### config.mk
export PLATFORM = sky130hd
export DESIGN_NAME = oam_scheduler
export DESIGN_NICKNAME = d
export VERILOG_FILES = /design/src/rtl/tank_pkg.sv /design/src/rtl/oam_table.sv /design/src/rtl/oam_scheduler.sv
export SDC_FILE = /design/constraint.sdc
export NUM_CORES = 2
export LEC_CHECK = 0
export CAP_MARGIN = 20
export CORE_MARGIN = 8
export CORE_UTILIZATION = 61
export DETAILED_ROUTE_END_ITERATION = 10
export GPL_TIMING_DRIVEN = 0
export MAX_ROUTING_LAYER = met4
export PLACE_DENSITY = 0.79
export SYNTH_ARGS = -nofsm -noshare
export SYNTH_HDL_FRONTEND = slang
export SYNTH_SLANG_ARGS = --single-unit
### constraint.sdc
create_clock -name clk -period 6 [get_ports clk]
set_input_delay 1.8 -clock clk [delete_from_list [all_inputs] [get_ports clk]]
set_output_delay 1.8 -clock clk [all_outputs]
set_load 0.01 [all_outputs]
### src/rtl/tank_pkg.sv
// Shared definitions for the tank renderer sprite path.
//
// Purpose: OAM word field positions, the packed OAM word layout used by both
// the scheduler and the tank_engine instances, and the scheduler state type.
//
// Contents:
//   OBJ_W              width of one OAM word
//   OBJ_* / SPRITE_*   bit positions of each field inside an OAM word
//   oam_word_t         packed view of an OAM word
//   oam_sched_state_t  scheduler FSM states (IDLE / EVAL / COPY)
package tank_pkg;

  localparam int OBJ_W = 32;

  localparam int OBJ_TYPE_MSB   = 30;
  localparam int OBJ_TYPE_LSB   = 29;
  localparam int OBJ_ENABLE     = 28;
  localparam int OBJ_POS_X_MSB  = 27;
  localparam int OBJ_POS_X_LSB  = 18;
  localparam int OBJ_POS_Y_MSB  = 17;
  localparam int OBJ_POS_Y_LSB  = 8;
  localparam int SPRITE_ROW_MSB = 5;
  localparam int SPRITE_ROW_LSB = 3;
  localparam int SPRITE_COL_MSB = 2;
  localparam int SPRITE_COL_LSB = 0;

  // Bit 31 and bits 7:6 are reserved and carried through untouched.
  typedef struct packed {
    logic       rsvd_31;
    logic [1:0] obj_type;
    logic       enable;
    logic [9:0] pos_x;
    logic [9:0] pos_y;
    logic [1:0] rsvd_7_6;
    logic [2:0] row;
    logic [2:0] col;
  } oam_word_t;

  // Fixed encodings kept as plain constants so older code that compares raw
  // state bits keeps working.
  localparam logic [1:0] ST_IDLE = 2'd0;
  localparam logic [1:0] ST_EVAL = 2'd1;
  localparam logic [1:0] ST_COPY = 2'd2;

  typedef enum logic [1:0] {
    IDLE = ST_IDLE,
    EVAL = ST_EVAL,
    COPY = ST_COPY
  } oam_sched_state_t;

endpackage

### src/rtl/oam_table.sv
// N_OBJ x 32 OAM register file.
//
// Purpose: storage for one copy of the object attribute table.
//
// Ports:
//   clk, rst_n  clock, asynchronous active-low reset (clears every entry)
//   we          write enable
//   waddr/wdata synchronous write port
//   raddr/rdata combinational read port
module oam_table
  import tank_pkg::*;
#(
  parameter int N_OBJ = 16
) (
  input  logic                     clk,
  input  logic                     rst_n,
  input  logic                     we,
  input  logic [$clog2(N_OBJ)-1:0] waddr,
  input  logic [OBJ_W-1:0]         wdata,
  input  logic [$clog2(N_OBJ)-1:0] raddr,
  output logic [OBJ_W-1:0]         rdata
);

  logic [OBJ_W-1:0] mem [N_OBJ];

  always_ff @(posedge clk or negedge rst_n) begin
    if (!rst_n) begin
      for (int i = 0; i < N_OBJ; i++) mem[i] <= '0;
    end else if (we) begin
      mem[waddr] <= wdata;
    end
  end

  assign rdata = mem[raddr];

endmodule

### src/rtl/oam_scheduler.sv
// Per-scanline sprite scheduler for the tank renderer.
//
// Purpose: game logic writes a shadow OAM table; a commit publishes it into
// the live table during the first vblank line. In each horizontal blank the
// live table is scanned and up to N_SLOT objects overlapping the next line
// are latched, then presented on slot_data for the whole of that line.
//
// Ports:
//   clk, rst_n      pixel clock, asynchronous active-low reset
//   x, y            current raster position
//   wr_valid/ready  write handshake into the shadow table
//   wr_addr/data    shadow entry index and OAM word
//   commit          request publication of the shadow table at next vblank
//   slot_data       N_SLOT packed OAM words, slot k at [32k+31:32k]
//   line_overflow   more than N_SLOT objects hit the current line
//   busy            evaluation or copy in progress
//
// Build option: define OAM_SCHED_PRIO_ROTATE_EN to rotate the scan start
// index once per frame, so overflowed objects flicker instead of vanishing.
module oam_scheduler
  import tank_pkg::*;
#(
  parameter int N_OBJ    = 16,
  parameter int N_SLOT   = 4,
  parameter int SPR_H    = 32,
  parameter int H_ACTIVE = 640,
  parameter int H_TOTAL  = 800,
  parameter int V_ACTIVE = 480,
  parameter int V_TOTAL  = 525
) (
  input  logic                     clk,
  input  logic                     rst_n,
  input  logic [9:0]               x,
  input  logic [9:0]               y,
  input  logic                     wr_valid,
  output logic                     wr_ready,
  input  logic [$clog2(N_OBJ)-1:0] wr_addr,
  input  logic [OBJ_W-1:0]         wr_data,
  input  logic                     commit,
  output logic [N_SLOT*OBJ_W-1:0]  slot_data,
  output logic                     line_overflow,
  output logic                     busy
);

  localparam int AW = $clog2(N_OBJ);
  localparam int CW = $clog2(N_SLOT + 1);

  localparam logic [9:0]    X_EVAL   = 10'(H_ACTIVE);
  localparam logic [9:0]    X_LAST   = 10'(H_TOTAL - 1);
  localparam logic [9:0]    Y_VBLANK = 10'(V_ACTIVE);
  localparam logic [9:0]    Y_LAST   = 10'(V_TOTAL - 1);
  localparam logic [10:0]   Y_ACT11  = 11'(V_ACTIVE);
  localparam logic [10:0]   SPR_H11  = 11'(SPR_H);
  localparam logic [AW-1:0] IDX_LAST = AW'(N_OBJ - 1);
  localparam logic [CW-1:0] SLOTS    = CW'(N_SLOT);

  oam_sched_state_t state;

  logic [AW-1:0]    idx;
  logic [AW-1:0]    scan_addr;
  logic [10:0]      eval_y;
  logic [10:0]      next_y;
  logic [10:0]      obj_top;
  logic             rdy_q;
  logic             commit_pending;
  logic             frame_start;
  logic             line_end;
  logic             eval_go;
  logic             copy_go;
  logic             shadow_we;
  logic             hit;
  logic [OBJ_W-1:0] shadow_rd;
  oam_word_t        live_rd;

  logic [N_SLOT-1:0][OBJ_W-1:0] pend;
  logic [N_SLOT-1:0][OBJ_W-1:0] slot_q;
  logic [CW-1:0]                pend_cnt;
  logic                         pend_ovf;
  logic                         ovf_q;

  assign frame_start = (x == 10'd0) && (y == Y_VBLANK);
  assign line_end    = (x == X_LAST);
  assign next_y      = (y == Y_LAST) ? 11'd0 : {1'b0, y} + 11'd1;
  assign copy_go     = (state == IDLE) && frame_start && commit_pending;
  assign eval_go     = (state == IDLE) && (x == X_EVAL) && (next_y < Y_ACT11);

  assign wr_ready  = rdy_q && (state != COPY);
  assign shadow_we = wr_valid && wr_ready;
  assign busy      = (state == EVAL) || (state == COPY);

  // The shadow table is only ever read by the copy, so its read port follows
  // the copy index; the live table is only written by the copy.
  oam_table #(.N_OBJ(N_OBJ)) u_shadow (
    .clk   (clk),
    .rst_n (rst_n),
    .we    (shadow_we),
    .waddr (wr_addr),
    .wdata (wr_data),
    .raddr (idx),
    .rdata (shadow_rd)
  );

  oam_table #(.N_OBJ(N_OBJ)) u_live (
    .clk   (clk),
    .rst_n (rst_n),
    .we    (state == COPY),
    .waddr (idx),
    .wdata (shadow_rd),
    .raddr (scan_addr),
    .rdata (live_rd)
  );

`ifdef OAM_SCHED_PRIO_ROTATE_EN
  // Scan start advances once per frame; N_OBJ is a power of two so the
  // address add wraps naturally.
  logic [AW-1:0] start;

  always_ff @(posedge clk or negedge rst_n) begin
    if (!rst_n) begin
      start <= '0;
    end else if (frame_start) begin
      start <= start + AW'(1);
    end
  end

  assign scan_addr = start + idx;
`else
  assign scan_addr = idx;
`endif

  // 11-bit compare so an object near the bottom of the 10-bit range does
  // not wrap around and appear at the top of the screen.
  assign obj_top = {1'b0, live_rd.pos_y};
  assign hit     = live_rd.enable && (eval_y >= obj_top) && (eval_y < obj_top + SPR_H11);

  // Sequencer: IDLE waits for the vblank copy slot or the hblank evaluation
  // slot; both EVAL and COPY walk idx through every entry once. rdy_q makes
  // the write port come up one edge after reset release.
  always_ff @(posedge clk or negedge rst_n) begin
    if (!rst_n) begin
      state          <= IDLE;
      idx            <= '0;
      eval_y         <= '0;
      rdy_q          <= 1'b0;
      commit_pending <= 1'b0;
    end else begin
      rdy_q <= 1'b1;
      case (state)
        IDLE: begin
          if (copy_go) begin
            state <= COPY;
            idx   <= '0;
          end else if (eval_go) begin
            state  <= EVAL;
            idx    <= '0;
            eval_y <= next_y;
          end
        end
        EVAL, COPY: begin
          idx <= idx + AW'(1);
          if (idx == IDX_LAST) state <= IDLE;
        end
        default: state <= IDLE;
      endcase
      // A commit arriving on the cycle the copy starts is covered by that copy.
      if (copy_go) begin
        commit_pending <= 1'b0;
      end else if (commit) begin
        commit_pending <= 1'b1;
      end
    end
  end

  // Hits collect into pending slots in scan order; the last pixel of the
  // line publishes them and clears pending for the next evaluation, so
  // lines that were never evaluated show empty slots.
  always_ff @(posedge clk or negedge rst_n) begin
    if (!rst_n) begin
      pend     <= '0;
      pend_cnt <= '0;
      pend_ovf <= 1'b0;
      slot_q   <= '0;
      ovf_q    <= 1'b0;
    end else if (line_end) begin
      slot_q   <= pend;
      ovf_q    <= pend_ovf;
      pend     <= '0;
      pend_cnt <= '0;
      pend_ovf <= 1'b0;
    end else if ((state == EVAL) && hit) begin
      if (pend_cnt < SLOTS) begin
        for (int k = 0; k < N_SLOT; k++) begin
          if (pend_cnt == CW'(k)) pend[k] <= live_rd;
        end
        pend_cnt <= pend_cnt + CW'(1);
      end else begin
        pend_ovf <= 1'b1;
      end
    end
  end

  assign slot_data     = slot_q;
  assign line_overflow = ovf_q;

endmodule

==> metrics.md <==
| Metric | Value |
|---|---|
| Die width | 321.2 um |
| Total CTS buffers | 133 |
| DRC viols | 0 |
| Prevailing post-synth register cell | dfrtp_1 |
| DP HPWL | 106400 um |
| Fillers | 6431 |
| Pwr Density | 325.6 nW/um2 |
| Slew Viols, Final | 0 |
| HP Class | reg2reg |
| Maxcap violations | 0 |
| Final wirelength | 150200 um |
| Vias | 38564 |
| Dpl ws | 0.3637 ns |
| CTS tree | yes |
| Sequential share of the synthesized area | 57.41% |
| GRT Util Overall | 30.23% |
| Cts repair resizes | 0 |
| Htree depth | 4 |
| Post-CTS Hold Buffers | 0 |
| ANT nets after route | 0 |
| Achievable Freq | 172.4 MHz |
| CP max FO | 10 |
| Final Hold Slack | 0.4629 ns |
| Non-Filler Instances | 6233 |
| Synth top area cells | dfrtp_1 57%, mux4_2 11%, mux2_2 10% |
| Initial antenna violation count | 5 |
| Die Y | 321.2 um |
| Leak | 0.02989 uW |
| Setup violators final | 0 |
| Largest net degree at the start of global routing | 180 |
| Bufs on Longest Clock Path | 3 |
| Number of synthesized flops with an enable pin | 0 |
| First-pass GRT wire length | 235700 um |
| Fin crit share | 96.70% |
| Minimum clock period | 5.802 ns |
| Commonest non-fill, non-tap cells in the layout | 1304 x dfrtp_1, 1118 x nand2_1, 522 x mux2_2, 371 x o21ai_0, 285 x clkbuf_1 |
| Pre-Repair DR Iteration Count | 6 |
| Syn avg cell area | 12.51 um2 |
| Number of vias per cell | 6.187 |
| Setup bufs post-CTS | 0 |
| Synthesized net count | 4633 |
| Critical Path AT | 6.44 ns |
| Synth top area share | 57.41% |
| Max VDD drop | 284.3 uV |
| # port buffers | 188 |
| Setup tns final | 0 ns |
| Core area | 92770 um2 |
| Worst-path clk slew | 0.06 ns |
| Status | completed |
| Routability-driven placement congestion ratio | 0.9340 |
| Post-Place Cells | 5991 |
| Final Hold Viols | 0 |
| DR WL/cell | 24.10 um |
| #FFs+latches synth | 1304 |
| Cell taking the most area after synthesis | dfrtp_1 |
| Most common cell after layout, fill and taps aside | dfrtp_1 |
| Site Rows | 112 |
| CP Data Required Time | 6.64 ns |
| Ports | 191 |
| RSZ-0062 raised after global routing | false |
| Cell Area, Synth | 56840 um2 |
| Later-pin clock latency in the skew report | 0.74 ns |
| Worst setup margin | 0.1979 ns |
| R2R depth | 16 |
| Final Net Count | 4966 |
| Crit start category | register |
| Initial DRC Count | 3606 |
| Fin util | 69.86% |
| Mapped Cells | 4542 |
| Post-synth cell types | 64 |
| Relative slew slack | 25.72% |
| Asr flop ratio synth | 100.0% |
| Gr ovfl total | 0 |
| # clock sinks | 1304 |
| Layout cell share with drive strength beyond 1 | 22.08% |
| Die ar. | 103200 um2 |
| Crit. End Element | register |
| Vias in the first global route | 40531 |
| Worst Skew | 0.03060 ns |
| Hold path depth | 2 |
| Worst-margin pin slew | 1.114 ns |
| Root Buffer Master | clkbuf_16 |
| Critical path class | reg2reg |
| Yosys warns | 0 |
| Starting Density | 61.27% |
| R2R Setup Slk | 0.20 ns |
| Area Overhead vs Synth | 14.03% |
critical path, cell delays in order, from the launching register on:
cell and delay, ns:
dfrtp_1 0.49, buf_2 0.32, buf_6 0.20, buf_2 0.39, buf_2 0.32, buf_1 0.73
mux4_2 0.45, mux4_2 0.54, inv_1 0.08, ha_1 0.24, a21oi_1 0.21, a2111oi_0 0.16
a211o_1 0.35, nor3_4 0.50, nand3_4 0.25, buf_6 0.25, mux2i_1 0.19
cell type report:
type | instances | area [um2] | area share [%]
Antenna cell | 6 | 15.01 | 0.02317
Buffer | 357 | 1572 | 2.425
Clock buffer | 188 | 3851 | 5.942
Clock inverter | 45 | 420.4 | 0.6487
Inverter | 28 | 105.1 | 0.1622
Multi-Input combinational cell | 2853 | 22530 | 34.76
Sequential cell | 1304 | 32630 | 50.35
Tap cell | 1254 | 1569 | 2.421
Timing Repair Buffer | 198 | 2120 | 3.270
layer usage:
| layer | share of wire (%) | track usage [%] | vias to the layer above |
|---|---|---|---|
| met4 | 4.4 | 12.51 | 0 |
| met3 | 7.8 | 6.503 | 397 |
| li1 | - | - | 16559 |
| met5 | 0 | - | - |
| met1 | 39 | 37.47 | 19969 |
| met2 | 49 | 48.71 | 1639 |
stage by stage:
step	area [um2]	total power [uW]
after floorplan	56840	11730
after global placement	60290	12930
after detailed placement	60500	13000
after CTS	64770	21100
after global routing	64810	21770
final	64810	21100
power by group:
group          total, uW  leakage (uW)  internal, uW  switching, uW
sequential          9820        0.0176          9470            353
clock               8150       0.00212          4700           3450
combinational       3130        0.0102          1160           1970
total              21100        0.0299         15300           5780
synth_stat cells (3+ instances only):
cell,instances
nor2_1,15
o21ai_0,371
nor3b_1,3
a211o_1,3
clkbuf_1,256
nand3_1,28
mux2i_1,156
mux2_2,522
buf_4,8
nand2_1,1118
or3_1,3
nand2b_1,3
xnor2_1,7
nand3b_1,3
mux4_2,283
buf_2,40
nand4_1,5
a22oi_1,8
dfrtp_1,1304
and2_1,4
buf_1,35
mux2_1,23
nand3_4,4
buf_6,15
a21oi_1,13
nor3_1,6
nor2b_1,10
inv_1,27
ha_1,31
o21ai_1,194
cells by family after synthesis:
family / count (synthesis) / share of synthesized area, %
other cells: 1 / 0.006598
flops: 1304 / 57.41
buf+inv: 385 / 2.950
mux: 984 / 24.76
compound gates: 611 / 5.574
fa+ha+maj: 31 / 0.6824
simple gates: 1217 / 8.476
xor+xnor: 9 / 0.1387
worst paths after layout:
check | start | endpoint
max | idx[1]$_DFFE_PN0P_ | pend[79]$_DFFE_PN0P_
min reg2reg | pend[11]$_DFFE_PN0P_ | slot_data[11]$_DFFE_PN0P_
max reg2reg | idx[1]$_DFFE_PN0P_ | pend[79]$_DFFE_PN0P_
min in group asynchronous | rst_n | slot_data[69]$_DFFE_PN0P_
max in group asynchronous | rst_n | u_shadow.mem[23]$_DFFE_PN0P_
min | pend[11]$_DFFE_PN0P_ | slot_data[11]$_DFFE_PN0P_
flip-flops by register name, summed over array words and instances (netlist names):
signal and count:
line_overflow 1, rdy_q 1, u_live.mem 512, pend_cnt 3
eval_y 11, state 2, pend_ovf 1, pend 128
u_shadow.mem 512, slot_data 128, commit_pending 1, idx 4
(Power assumes the default switching activity.)
